<file path="src/rtl/bram_sync_ctrl.sv">
// ---------------------------------------------------------------------------
// bram_sync_ctrl
//
// Purpose:
//   Moves a backup-RAM save slot between the core and a sector-based save
//   medium. A load or save walks all SECTORS sectors of the selected slot
//   using an rd/wr + ack handshake. A format writes a fixed 4-word header
//   through a dedicated write port.
//
// Optional feature (macro BRAM_AUTOSAVE_EN):
//   Core writes into backup RAM mark the slot dirty. After AUTOSAVE_DELAY
//   idle cycles without another write, a save starts automatically. Without
//   the macro, dirty is constant 0 and bram_we is ignored.
//
// Ports:
//   clk_sys                       system clock, rising edge
//   reset                         asynchronous, active-high reset
//   bk_ena                        save medium mounted and writable
//   load_req/save_req/format_req  level requests, acted on at their rise
//   slot                          slot select, sampled when a transfer starts
//   bram_we                       core write strobe into backup RAM
//   sd_lba/sd_rd/sd_wr/sd_ack     sector handshake to the save medium
//   busy/loading/dirty            status (loading holds the core in reset)
//   fmt_addr/fmt_data/fmt_we      format header write port
// ---------------------------------------------------------------------------
module bram_sync_ctrl #(
    parameter int          SECTORS        = 16,
    parameter int          SLOT_BITS      = 2,
    parameter logic [23:0] AUTOSAVE_DELAY = 24'd5000000
) (
    input  logic                 clk_sys,
    input  logic                 reset,
    input  logic                 bk_ena,
    input  logic                 load_req,
    input  logic                 save_req,
    input  logic                 format_req,
    input  logic [SLOT_BITS-1:0] slot,
    input  logic                 bram_we,
    output logic [31:0]          sd_lba,
    output logic                 sd_rd,
    output logic                 sd_wr,
    input  logic                 sd_ack,
    output logic                 busy,
    output logic                 loading,
    output logic                 dirty,
    output logic [1:0]           fmt_addr,
    output logic [15:0]          fmt_data,
    output logic                 fmt_we
);

    localparam int          SECTOR_BITS = $clog2(SECTORS);
    localparam logic [31:0] SECTOR_MASK = 32'(SECTORS - 1);

    typedef enum logic [1:0] {
        ST_IDLE,
        ST_XFER,
        ST_FORMAT
    } state_t;

    state_t      state_q, state_d;
    logic [31:0] lba_q, lba_d;
    logic        rd_q, rd_d;
    logic        wr_q, wr_d;
    logic        busy_q, busy_d;
    logic        loading_q, loading_d;
    logic        dirty_q, dirty_d;
    logic        fmt_we_q, fmt_we_d;
    logic [1:0]  fmt_addr_q, fmt_addr_d;
    logic [15:0] fmt_data_q, fmt_data_d;
    logic        load_req_q, save_req_q, format_req_q, ack_q;

    logic        load_rise, save_rise, format_rise, ack_rise, ack_fall;
    logic [31:0] start_lba;
    logic        last_sector;

    // Header words of a freshly formatted save slot, indexed by address.
    function automatic logic [15:0] fmt_word(input logic [1:0] addr);
        case (addr)
            2'd0:    fmt_word = 16'h5548;
            2'd1:    fmt_word = 16'h4D42;
            2'd2:    fmt_word = 16'h8800;
            default: fmt_word = 16'h8010;
        endcase
    endfunction

    assign load_rise   = load_req   & ~load_req_q;
    assign save_rise   = save_req   & ~save_req_q;
    assign format_rise = format_req & ~format_req_q;
    assign ack_rise    = sd_ack     & ~ack_q;
    assign ack_fall    = ~sd_ack    &  ack_q;

    // The slot occupies the bits above the sector field, sector starts at 0.
    assign start_lba   = 32'(slot) << SECTOR_BITS;
    assign last_sector = (lba_q & SECTOR_MASK) == SECTOR_MASK;

`ifdef BRAM_AUTOSAVE_EN
    logic [23:0] cnt_q, cnt_d;
    logic        autosave_fire;

    // Fires on the cycle the idle count would reach AUTOSAVE_DELAY.
    assign autosave_fire = dirty_q && bk_ena && !bram_we &&
                           (cnt_q == AUTOSAVE_DELAY - 24'd1);
`else
    logic unused_autosave;
    assign unused_autosave = &{1'b0, bram_we, AUTOSAVE_DELAY};
`endif

    // Next-state and output computation. Explicit requests are only honoured
    // from IDLE; anything that rises while busy is consumed by the edge
    // registers and therefore dropped.
    always_comb begin
        state_d    = state_q;
        lba_d      = lba_q;
        rd_d       = rd_q;
        wr_d       = wr_q;
        busy_d     = busy_q;
        loading_d  = loading_q;
        dirty_d    = dirty_q;
        fmt_we_d   = fmt_we_q;
        fmt_addr_d = fmt_addr_q;
        fmt_data_d = fmt_data_q;

        case (state_q)
            ST_IDLE: begin
                if (bk_ena && load_rise) begin
                    state_d   = ST_XFER;
                    lba_d     = start_lba;
                    rd_d      = 1'b1;
                    busy_d    = 1'b1;
                    loading_d = 1'b1;
                end else if (bk_ena && save_rise) begin
                    state_d = ST_XFER;
                    lba_d   = start_lba;
                    wr_d    = 1'b1;
                    busy_d  = 1'b1;
                end else if (format_rise) begin
                    state_d    = ST_FORMAT;
                    fmt_we_d   = 1'b1;
                    fmt_addr_d = 2'd0;
                    fmt_data_d = fmt_word(2'd0);
`ifdef BRAM_AUTOSAVE_EN
                end else if (autosave_fire) begin
                    state_d = ST_XFER;
                    lba_d   = start_lba;
                    wr_d    = 1'b1;
                    busy_d  = 1'b1;
`endif
                end
            end

            // Strobe drops once the medium acknowledges; the ack release
            // either finishes the slot or advances to the next sector
            // without disturbing the slot bits.
            ST_XFER: begin
                if (ack_rise) begin
                    rd_d = 1'b0;
                    wr_d = 1'b0;
                end else if (ack_fall) begin
                    if (last_sector) begin
                        state_d   = ST_IDLE;
                        busy_d    = 1'b0;
                        loading_d = 1'b0;
                        dirty_d   = 1'b0;
                    end else begin
                        lba_d = (lba_q & ~SECTOR_MASK) |
                                ((lba_q + 32'd1) & SECTOR_MASK);
                        rd_d  = loading_q;
                        wr_d  = ~loading_q;
                    end
                end
            end

            ST_FORMAT: begin
                if (fmt_addr_q == 2'd3) begin
                    state_d    = ST_IDLE;
                    fmt_we_d   = 1'b0;
                    fmt_addr_d = 2'd0;
                    fmt_data_d = 16'h0000;
`ifdef BRAM_AUTOSAVE_EN
                    dirty_d    = 1'b1;
`endif
                end else begin
                    fmt_addr_d = fmt_addr_q + 2'd1;
                    fmt_data_d = fmt_word(fmt_addr_q + 2'd1);
                end
            end

            default: begin
                state_d = ST_IDLE;
            end
        endcase

`ifdef BRAM_AUTOSAVE_EN
        // A core write always marks the slot dirty and restarts the idle
        // count; the count only runs while settled in IDLE with a dirty,
        // writable medium.
        cnt_d = cnt_q;
        if (bram_we) begin
            dirty_d = 1'b1;
        end
        if (bram_we || state_q != ST_IDLE || state_d != ST_IDLE) begin
            cnt_d = 24'd0;
        end else if (dirty_q && bk_ena) begin
            cnt_d = cnt_q + 24'd1;
        end
`endif
    end

    // State and output registers, plus the request/ack edge registers.
    always_ff @(posedge clk_sys or posedge reset) begin
        if (reset) begin
            state_q      <= ST_IDLE;
            lba_q        <= 32'd0;
            rd_q         <= 1'b0;
            wr_q         <= 1'b0;
            busy_q       <= 1'b0;
            loading_q    <= 1'b0;
            dirty_q      <= 1'b0;
            fmt_we_q     <= 1'b0;
            fmt_addr_q   <= 2'd0;
            fmt_data_q   <= 16'h0000;
            load_req_q   <= 1'b0;
            save_req_q   <= 1'b0;
            format_req_q <= 1'b0;
            ack_q        <= 1'b0;
        end else begin
            state_q      <= state_d;
            lba_q        <= lba_d;
            rd_q         <= rd_d;
            wr_q         <= wr_d;
            busy_q       <= busy_d;
            loading_q    <= loading_d;
            dirty_q      <= dirty_d;
            fmt_we_q     <= fmt_we_d;
            fmt_addr_q   <= fmt_addr_d;
            fmt_data_q   <= fmt_data_d;
            load_req_q   <= load_req;
            save_req_q   <= save_req;
            format_req_q <= format_req;
            ack_q        <= sd_ack;
        end
    end

`ifdef BRAM_AUTOSAVE_EN
    // Idle cycle counter for the autosave timer.
    always_ff @(posedge clk_sys or posedge reset) begin
        if (reset) begin
            cnt_q <= 24'd0;
        end else begin
            cnt_q <= cnt_d;
        end
    end
`endif

    assign sd_lba   = lba_q;
    assign sd_rd    = rd_q;
    assign sd_wr    = wr_q;
    assign busy     = busy_q;
    assign loading  = loading_q;
    assign dirty    = dirty_q;
    assign fmt_we   = fmt_we_q;
    assign fmt_addr = fmt_addr_q;
    assign fmt_data = fmt_data_q;

endmodule

</file>
<file path="config.mk">
export PLATFORM = sky130hd
export DESIGN_NAME = bram_sync_ctrl
export DESIGN_NICKNAME = d
export VERILOG_FILES = /design/src/rtl/bram_sync_ctrl.sv
export SDC_FILE = /design/constraint.sdc
export NUM_CORES = 1
export LEC_CHECK = 0
export ABC_AREA = 1
export BUFFER_PORTS_ARGS = -buffer_cell sky130_fd_sc_hd__buf_2
export CAP_MARGIN = 20
export CORE_ASPECT_RATIO = 1.4
export CORE_MARGIN = 4
export CORE_UTILIZATION = 43
export DETAILED_ROUTE_END_ITERATION = 6
export PLACE_DENSITY = 0.76
export REMOVE_ABC_BUFFERS = 1
export SYNTH_ARGS = -nofsm -noshare
export SYNTH_HDL_FRONTEND = slang
export SYNTH_SLANG_ARGS = --single-unit
</file>
<file path="constraint.sdc">
create_clock -name clk_sys -period 1.3 [get_ports clk_sys]
set_clock_uncertainty 0.05 [all_clocks]
set_input_delay 0.13 -clock clk_sys [delete_from_list [all_inputs] [get_ports clk_sys]]
set_output_delay 0.13 -clock clk_sys [all_outputs]
set_load 0.05 [all_outputs]
</file>
# Yosys cells after proc, flatten, opt, wreduce, memory -nomap -nowiden
# Index checks and enable logic that the tools add are counted.
[totals]
register_bits = 61
input_bits = 10
out_inout_bits = 56
word_cells = 108
[classes]
addsub = 2
n_eq_ne = 20
muxes = 47
bitwise_logic = 12
n_reduce_logical = 14
[ops]
columns = ["operator", "count"]
rows = [
  ["32-bit 2-to-1 mux", 5],
  ["16-bit 2-to-1 mux", 4],
  ["32-bit case mux with 2 select lines", 1],
  ["16-bit case mux with 3 select lines", 1],
  ["32-bit by 4-bit bitwise OR with 32-bit output", 1],
  ["16-bit case mux with 2 select lines", 1],
  ["5-bit AND reduction", 6],
  ["2-bit 2-to-1 mux", 11],
  ["2-bit != test, second input constant", 10],
  ["1-bit 2-to-1 mux", 17],
  ["1-bit case mux with 2 select lines", 5],
  ["3-bit != test, second input constant", 3],
  ["4-bit AND reduction", 2],
  ["2-bit == test, second input constant", 3],
  ["1-bit inverter", 6],
  ["2-bit case mux with 3 select lines", 1],
  ["1-bit bitwise AND", 5],
  ["4-bit by 1-bit adder with 4-bit output, second input constant", 1],
  ["2-bit by 1-bit == test with 1-bit output, second input constant", 2],
  ["4-bit == test, second input constant", 1],
  ["2-bit zero test", 2],
  ["4-bit != test, second input constant", 1],
  ["2-bit case mux with 2 select lines", 1],
  ["2-bit nonzero test", 2],
  ["other kinds (2)", 3],
]

# Logic depth before layout (Yosys ltp)
# Gate-level depths: netlist of the first run.
[depth]
depth_word = 6
depth_mapped = 9
depth_no_buf = 9

# Worst setup path after synthesis of the first run
# Ideal clock, no wire load.
[synth_timing]
path_kind = "register to register"
from = "register lba_q[0] (netlist: sd_lba[0])"
to = "register state_q[0]"
setup_time_ns = 0.136
t_arrival_ns = 1.419
required_ns = 1.114
setup_slack_ns = -0.305
path_stages_with_launch = 9
n_path_buf = 0
period_less_slack_ns = 1.605
cell_sequence = "dfrtp_1 > ha_1 > nand3_1 > nand2_1 > nand2_1 > nor2_1 > nand2_1 > nand2_1 > nand2_1"
[synth_via]
elab_chain_len = 3
[synth_lines]
columns = ["element", "line_no", "source"]
rows = [
  ["start, declared", "61", "logic [31:0] lba_q, lba_d;"],
  ["start signal, assigned", "228", "lba_q <= lba_d;"],
  ["4-bit == test", "94", "assign last_sector = (lba_q & SECTOR_MASK) == SECTOR_MASK;"],
  ["2-bit != test (no line)", "-", ""],
  ["5-bit AND reduction (no line)", "-", ""],
  ["end signal, assigned", "227", "state_q <= state_d;"],
  ["end, declared", "60", "state_t state_q, state_d;"],
]
# No other way between the ends.
# A chain may end at the register's enable or synchronous reset.

# Final worst setup path of the first run
[layout_timing]
from = "register ack_q"
to = "register rd_q (netlist: sd_rd)"
[layout_via]
elab_chain_len = 4
elab_cells_between_ends = 8
classes_between = "2 x eq/ne; 2 x mux; 3 x bitwise; 1 x reduce/logical"
[layout_lines]
columns = ["element", "line_no", "source"]
rows = [
  ["start, declared", "70", "logic load_req_q, save_req_q, format_req_q, ack_q;"],
  ["start signal, assigned", "240", "ack_q <= sd_ack;"],
  ["1-bit inverter", "89", "assign ack_rise = sd_ack & ~ack_q;"],
  ["1-bit bitwise AND", "89", ""],
  ["3-bit != test (no line) / 1-bit 2-to-1 mux (equally long branches)", "-", ""],
  ["4-bit AND reduction (no line) / 1-bit case mux with 2 select lines (equally long branches)", "-", ""],
  ["end signal, assigned", "229", "rd_q <= rd_d;"],
  ["end, declared", "62", "logic rd_q, rd_d;"],
]
# Parallel ways exist; a longest one is shown, timed or not.

==> impl_metrics.ini, run 1 <==
[synthesis]
yosys.area.top_type = dfrtp_1
synthTopCellsByArea = dfrtp_1 39%, buf_4 19%, nand2_1 12%
syn_avg_cell_area_um2 = 7.817
synth_seq_area_share_pct = 38.80
yosys_register_bits = 24
ys_types = 17
syn_inst = 198
netlist.area_leader.share_pct = 38.80
syn-cell-area_mm2 = 0.001548
ys_warn_count = 0

[timing]
setup_viol = 0
layout_setup_ws_ns = 0.02377
hold_violations = 0
final.min_clock_period_ns = 1.276
rsz0062_at_grt = yes
period_share_pct = 98.17
hold_ws_ns = 0.04955
fmax_mhz = 783.6
drv_slew = 0

[place]
gp_congestion = 0.7817
post-place-ws_ns = -0.06716
io_buffer_count = 31
hpwlAfterDp_um = 2418

[critical_path]
rrSetupSlack_ns = 0.02
cp-endpoint = sd_rd
crit_arrival_ns = 1.39
startpoint_type = register
r2r.worst_path.cells = 5
max_stage_delay_ns = 0.41
timing.rr.end = sd_rd
crit_path_top_delay_cell = dfrtp_1
path_cells = ha_1 -> a21oi_2 -> nand3_2 -> nand2_1 -> o21ai_1
critPathMaxFanout = 3
path_class = reg2reg
worstSetupEndpointType = register
critPathRequiredTime_ns = 1.42
crit_path_start = ack_q
rr_startpoint = ack_q

[cts]
clkTransAtPathRegs_ns = 0.09
tritoncts = yes
cts_root_buf = clkbuf_8
clock-sinks = 24
clockBufferDepth = 2
h-tree-depth = 1
insertion_delay_ns = 0.27
cts_buffers = 3

[global_routing]
grt_first_pass_wirelength_um = 5264
grt_max_degree = 25
grt_antenna_before_repair = 0
overflow = 0
grtUsageTotal_pct = 14.45
grt_pass1_vias = 1289

[finish]
layout_commonest_cell = nand2_1
n_antenna_cell = 0
layout.nets = 273
final_cell_mix = 42 x nand2_1, 33 x conb_1, 28 x buf_2, 23 x dfrtp_1, 21 x buf_4
fin_util_pct = 59.78
area_growth_pct = 31.69
drive_gt1_share_pct = 36.08

[pwr]
p_leak_uw = 0.001088
powerDensity_mw_per_mm2 = 2404
peakVddDrop_uv = 1921

[route]
top_layer = met4
wl_um = 3323
dr_wl_met3_um = 186
drt-vias-per-instance = 4.485
wirelength_met1_um = 1262
drc = 0
drtIter0Drc = 24
drt.antenna.violating_nets = 0
first_pass_iters = 4
met2WireLength_um = 1785
avgRoutedWirePerCell_um = 11.26
vias = 1323

[floorplanning]
core_mm2 = 0.003410
dieArea_mm2 = 0.004637
rows = 25
die_width_um = 58.71
io-pin-count = 66
die_h_um = 78.99
initial_core_util_pct = 45.39

[job]
drv_cap = 0

[hold_path]
hold_path.class = in2reg

[run_status]
status = finished clean
-- worst min-delay path by stage --
| stage | startpoint | slack, ns | end | cells after the start |
|---|---|---|---|---|
| after floorplan | reset | 0.09 | ack_q | 1 |
| after global placement | reset | 0.14 | sd_lba[5] | 3 |
| after detailed placement | reset | 0.14 | sd_lba[5] | 3 |
| after CTS | slot[0] | 0.05 | sd_lba[4] | 3 |
| after global routing | slot[1] | 0.07 | sd_lba[5] | 3 |
| final | slot[0] | 0.05 | sd_lba[4] | 3 |
-- synth_stat cells, drive strengths merged --
master	instances
ha	7
nand3	16
o21ai	9
buf	39
dfrtp	24
xor2	2
a21oi	6
conb	1
nand2	49
nand4	5
inv	19
nor2	21
-- worst max-delay path, delay by kind of cell, from the launching register on --
kind	cells	cell delay, ns
flops	1	0.41
fa+ha+maj	1	0.29
compound gates	2	0.26
simple gates	2	0.16
-- registers in the layout, summed over array words and instances (netlist names) --
name and cells:
ack_q 1, busy 1, fmt_addr 2, fmt_data 5, fmt_we 1, format_req_q 1
load_req_q 1, loading 1, save_req_q 1, sd_lba 6, sd_rd 1, sd_wr 1
state_q 2
-- where the power goes --
group / switching [uW] / internal, uW / total [uW]
clock: 252 / 271 / 523
combinational: 2240 / 939 / 3180
sequential: 196 / 1000 / 1200
-- timing repair --
action | 4_1_cts | 5_1_grt
hold buffers | 5 | 0
pin swaps | 5 | 15
resized for setup | 18 | 29
endpoints found under the hold margin | 28 | 0
buffers inserted | 0 | 6
setup endpoints to repair | 9 | 20
-- final cells by class --
| type | instances | area [um^2] |
|---|---|---|
| multi-input combinational | 148 | 853.3 |
| inverter | 19 | 73.82 |
| tap | 40 | 50.05 |
| clock buffer | 4 | 55.05 |
| fill | 332 | 1371 |
| sequential | 24 | 601.8 |
| timing repair buffer | 60 | 404.1 |
-- cells by family after synthesis --
logic type               share of synthesized area [%]
AND/OR/NAND/NOR                                  25.79
buffers and inverters                            23.52
flip-flops                                       38.80
AO/OA/AOI/OAI                                    4.850
adder cells (fa/ha/maj)                          5.659
XOR/XNOR                                         1.132
other                                           0.2423
-- metal layers --
metal	vias to the layer above	global-route usage [%]
li1	663	-
met1	609	16.29
met2	42	26.29
met3	9	2.114
met4	0	6.122
met5	-	0
-- stage by stage --
step	total power, uW	instance area (um^2)	TNS [ns]	cells
6_report	4899	2038	0	295
5_1_grt	5268	2038	-0.4399	295
4_1_cts	4675	1898	-0.002603	289
3_5_place_dp	4029	1715	-0.2708	280
3_3_place_gp	3983	1715	-0.1105	280
2_1_floorplan	3258	1375	-6.937	191
(Power assumes the default switching activity.)
==> run 2, diff against run 1 <==
CORE_UTILIZATION = 51   (was 43)
PLACE_DENSITY = 0.85   (was 0.76)
clock period = 1.5 ns   (was 1.3 ns; I/O delays follow)
==> impl_metrics.ini, run 2 (synthesis gave the netlist of run 1 again) <==
[pwr]
powerDensity_mw_per_mm2 = 2256
peakVddDrop_uv = 1643
p_leak_uw = 0.0009834

[route]
drt.antenna.violating_nets = 0
avgRoutedWirePerCell_um = 11.03
drc = 0
drtIter0Drc = 14
wl_um = 3010
vias = 1272
drt-vias-per-instance = 4.659
first_pass_iters = 4

[cts]
clkTransAtPathRegs_ns = 0.08
insertion_delay_ns = 0.27
tritoncts = yes
cts_buffers = 3
clock-sinks = 24
cts_root_buf = clkbuf_8
h-tree-depth = 1
clockBufferDepth = 2

[timing]
period_share_pct = 93.10
final.min_clock_period_ns = 1.396
layout_setup_ws_ns = 0.1035
hold_violations = 0
setup_viol = 0
fmax_mhz = 716.1
drv_slew = 0
hold_ws_ns = 0.07593

[critical_path]
path_class = reg2reg
worstSetupEndpointType = register
startpoint_type = register
crit_arrival_ns = 1.51
critPathMaxFanout = 4
critPathRequiredTime_ns = 1.61

[place]
io_buffer_count = 31
hpwlAfterDp_um = 2334
gp_congestion = 0.7991
post-place-ws_ns = 0.09870

[floorplanning]
io-pin-count = 66
die_width_um = 54.56
core_mm2 = 0.002878
initial_core_util_pct = 53.78
die_h_um = 73.18
dieArea_mm2 = 0.003993
rows = 23

[global_routing]
grt_pass1_vias = 1162
grt_antenna_before_repair = 0
grt_max_degree = 25
grtUsageTotal_pct = 16.30
overflow = 0
grt_first_pass_wirelength_um = 4809

[finish]
layout.nets = 254
n_antenna_cell = 0
final_cell_mix = 48 x nand2_1, 33 x conb_1, 31 x buf_2, 23 x dfrtp_1
area_growth_pct = 12.69
drive_gt1_share_pct = 21.19
layout_commonest_cell = nand2_1
largest_reg_flops = 6

[hold_path]
hold_path.class = in2reg

[job]
drv_cap = 0

[run_status]
status = finished clean
[run 2: cell types whose count changed in the layout (fill, tap and decap cells not counted), moves of 4 or more]
| cell | before | now |
|---|---|---|
| buf_4 | 21 | 5 |
| nand2_1 | 42 | 48 |
| nand3_1 | 8 | 14 |
| nor2_1 | 11 | 17 |
| nand2_2 | 5 | 1 |
| nand3_4 | 4 | 0 |
| nor2_2 | 6 | 2 |
[run 2: where the power goes]
group          leakage (uW)  total, uW  internal (uW)  switching (uW)
sequential         0.000293       1060            868             196
combinational      0.000655       2300            546            1750
clock             0.0000357        574            357             217
total              0.000983       3930           1770            2160
[run 2: worst max-delay path: stages (launching register included)]
cell	delay (ns)
dfrtp_1	0.41
ha_1	0.23
nand3_1	0.15
nor2_1	0.07
nor2_2	0.13
nand3_2	0.12
nand2_1	0.08
nand2_1	0.06
[run 2: final timing paths]
check,slack [ns],end,start,depth (start not counted)
worst max-delay path,0.10,sd_lba[2],sd_lba[1],7
worst min-delay path,0.08,sd_lba[4],slot[0],3
worst max register to register,0.10,sd_lba[2],sd_lba[1],7
worst min register to register,0.42,sd_wr,sd_wr,2
max in group asynchronous,0.74,state_q[0],reset,4
min in group asynchronous,0.40,ack_q,reset,4
[run 2: layout make-up]
cell class | instances | area [um^2]
clock buffer | 3 | 41.29
clock inverter | 1 | 30.03
fill | 274 | 1134
inverter | 19 | 71.32
multi-input combinational | 148 | 710.7
sequential | 24 | 601.8
tap | 37 | 46.29
timing repair buffer | 41 | 242.7
[run 2: metal layers]
metal  global-route usage, %  vias up  part of all wire, %
met1                   17.19      600                   36
li1                        -      625                    -
met3                   2.454        5                  6.2
met4                   6.371        0                  1.3
met5                       0        -                    0
met2                   30.63       42                   56
[run 2: metrics by stage]
step	util, %	TNS (ns)	cell area, um^2	instances	total power (uW)
after global placement	55.83	0	1607	263	3313
after floorplan	-	-2.890	1375	191	2824
after CTS	60.04	0	1728	272	3947
final	60.61	0	1744	273	3935
after global routing	60.61	-0.0001005	1744	273	4196
after detailed placement	55.83	0	1607	263	3359
[run 2: what timing repair did]
item / in CTS / in global routing
endpoints found under the setup margin: 0 / 9
gates resized for setup: 0 / 4
hold buffers: 5 / 0
endpoints found under the hold margin: 28 / 0
buffers inserted: 0 / 1
==> run 3, diff against run 2 <==
REMOVE_ABC_BUFFERS = default   (was 1)
==> impl_metrics.ini, run 3 (synthesis gave the netlist of run 1 again) <==
[place]
post-place-ws_ns = 0.06691
hpwlAfterDp_um = 2336
placed_cell_area_mm2 = 0.001603
gp_congestion = 0.8646
dp_cells = 262
io_buffer_count = 31

[critical_path]
r2r.worst_path.cells = 7
crit_arrival_ns = 1.51
path_class = reg2reg
critPathRequiredTime_ns = 1.62
worstSetupEndpointType = register
critPathMaxFanout = 4
startpoint_type = register

[finish]
n_antenna_cell = 0
seq_area_um2 = 606.8
fillers = 272
largest_reg_flops = 6
final_cell_mix = 48 x nand2_1, 33 x conb_1, 31 x buf_2, 19 x dfrtp_1
fin_area_mm2 = 0.001733
layout.nets = 255
area_growth_pct = 11.96
multi_input_area_um2 = 713.2
layout_commonest_cell = nand2_1
drive_gt1_share_pct = 23.21
stdcell_count = 274

[route]
vias = 1266
drt.antenna.violating_nets = 0
first_pass_iters = 4
drtIter0Drc = 26
drt-vias-per-instance = 4.620
drc = 0
wl_um = 3017
avgRoutedWirePerCell_um = 11.01

[timing]
setup_viol = 0
fmax_mhz = 720.6
final.min_clock_period_ns = 1.388
hold_violations = 0
layout_setup_ws_ns = 0.1122
drv_slew = 0
worstMarginPinSlew_ns = 0.6446
relSlewSlack_pct = 56.57
period_share_pct = 92.52

[cts]
clockBufferDepth = 2
clkTransAtPathRegs_ns = 0.08
clock-sinks = 24
h-tree-depth = 1
tritoncts = yes
cts_buffers = 3
insertion_delay_ns = 0.27
cts_root_buf = clkbuf_8

[pwr]
p_leak_uw = 0.0009650
p_int_uw = 1628
powerDensity_mw_per_mm2 = 2185
peakVddDrop_uv = 1947
comb_power_share_pct = 60.9
p_seq_share_pct = 28.7
p_sw_uw = 2160
pwr-share-clk_pct = 10.4
fin_total_pwr_uw = 3787
p_sw_share_pct = 57.02

[global_routing]
grt_pass1_vias = 1163
grtUsageTotal_pct = 16.46
grt_antenna_before_repair = 0
grt_max_degree = 25
overflow = 0
grt_first_pass_wirelength_um = 4919
grt_use_met2_pct = 29.43
busiest_layer = met2
use_met1_pct = 18.61
use_met3_pct = 3.272

[floorplanning]
die_h_um = 73.18
dieArea_mm2 = 0.003993
io-pin-count = 66
die_width_um = 54.56
initial_core_util_pct = 53.78
core_mm2 = 0.002878
rows = 23

[hold_path]
hold_path.class = in2reg
min_path_cells = 3

[job]
drv_cap = 0

[run_status]
status = finished clean
## run 3: cell types whose count changed in the layout (fill, tap and decap cells not counted)
cell / before / now
dfrtp_2: 1 / 5
clkbuf_1: 0 / 1
bufinv_16: 1 / 0
o21ai_0: 8 / 9
dfrtp_1: 23 / 19
buf_4: 5 / 6
ha_2: 0 / 1
ha_1: 7 / 6
o21ai_1: 1 / 0
## run 3: repair_timing
item / 4_1_cts / 5_1_grt
hold buffers: 5 / 0
setup buffers: 0 / 3
gates resized for setup: 0 / 5
endpoints found under the setup margin: 0 / 10
endpoints found under the hold margin: 28 / 0
## run 3: power by group through the flow
stage	clock (uW)	combinational, uW	sequential (uW)
4_1_cts	401	2270	1080
2_1_floorplan	0	1320	1690
3_3_place_gp	0	2210	1080
3_5_place_dp	0	2260	1090
6_report	395	2310	1090
5_1_grt	429	2510	1120
## run 3: routing by layer
layer  routed length (um)  share of wire [%]
met1                 1116                 37
met2                 1634                 54
met3                  209                6.9
met4                   55                1.8
met5                    0                  0
## run 3: per-stage QoR
step | util (%) | TNS [ns] | hold slack, ns
5_1_grt | 60.22 | -0.007529 | 0.1057
6_report | 60.22 | 0 | 0.08990
4_1_cts | 59.00 | 0 | 0.08807
3_3_place_gp | 55.70 | 0 | 0.1557
2_1_floorplan | - | 0 | 0.1144
3_5_place_dp | 55.70 | 0 | 0.1612
## run 3: worst paths after layout
path | from | endpoint | slack, ns
max in group asynchronous | reset | fmt_addr[0] | 0.73
max reg2reg | sd_lba[0] | sd_lba[3] | 0.11
max | sd_lba[0] | sd_lba[3] | 0.11
min in group asynchronous | reset | fmt_data[14] | 0.40
min | slot[1] | sd_lba[5] | 0.09
min reg2reg | sd_wr | sd_wr | 0.43
## run 3: critical path, cell delays in order (launching register included)
cell and delay, ns:
dfrtp_2 0.43, ha_2 0.21, nand3_2 0.10, nor2_1 0.06, nor2_2 0.16, nand3_2 0.13, nand2_1 0.09, nand2_1 0.05
## run 3: final cells by class
class                   count  share of cell area (%)
clock buffers               4                   2.599
inverters                  19                   4.116
multi-input cells         148                   41.16
flip-flops and latches     24                   35.02
well taps                  37                   2.671
repair buffers             42                   14.44
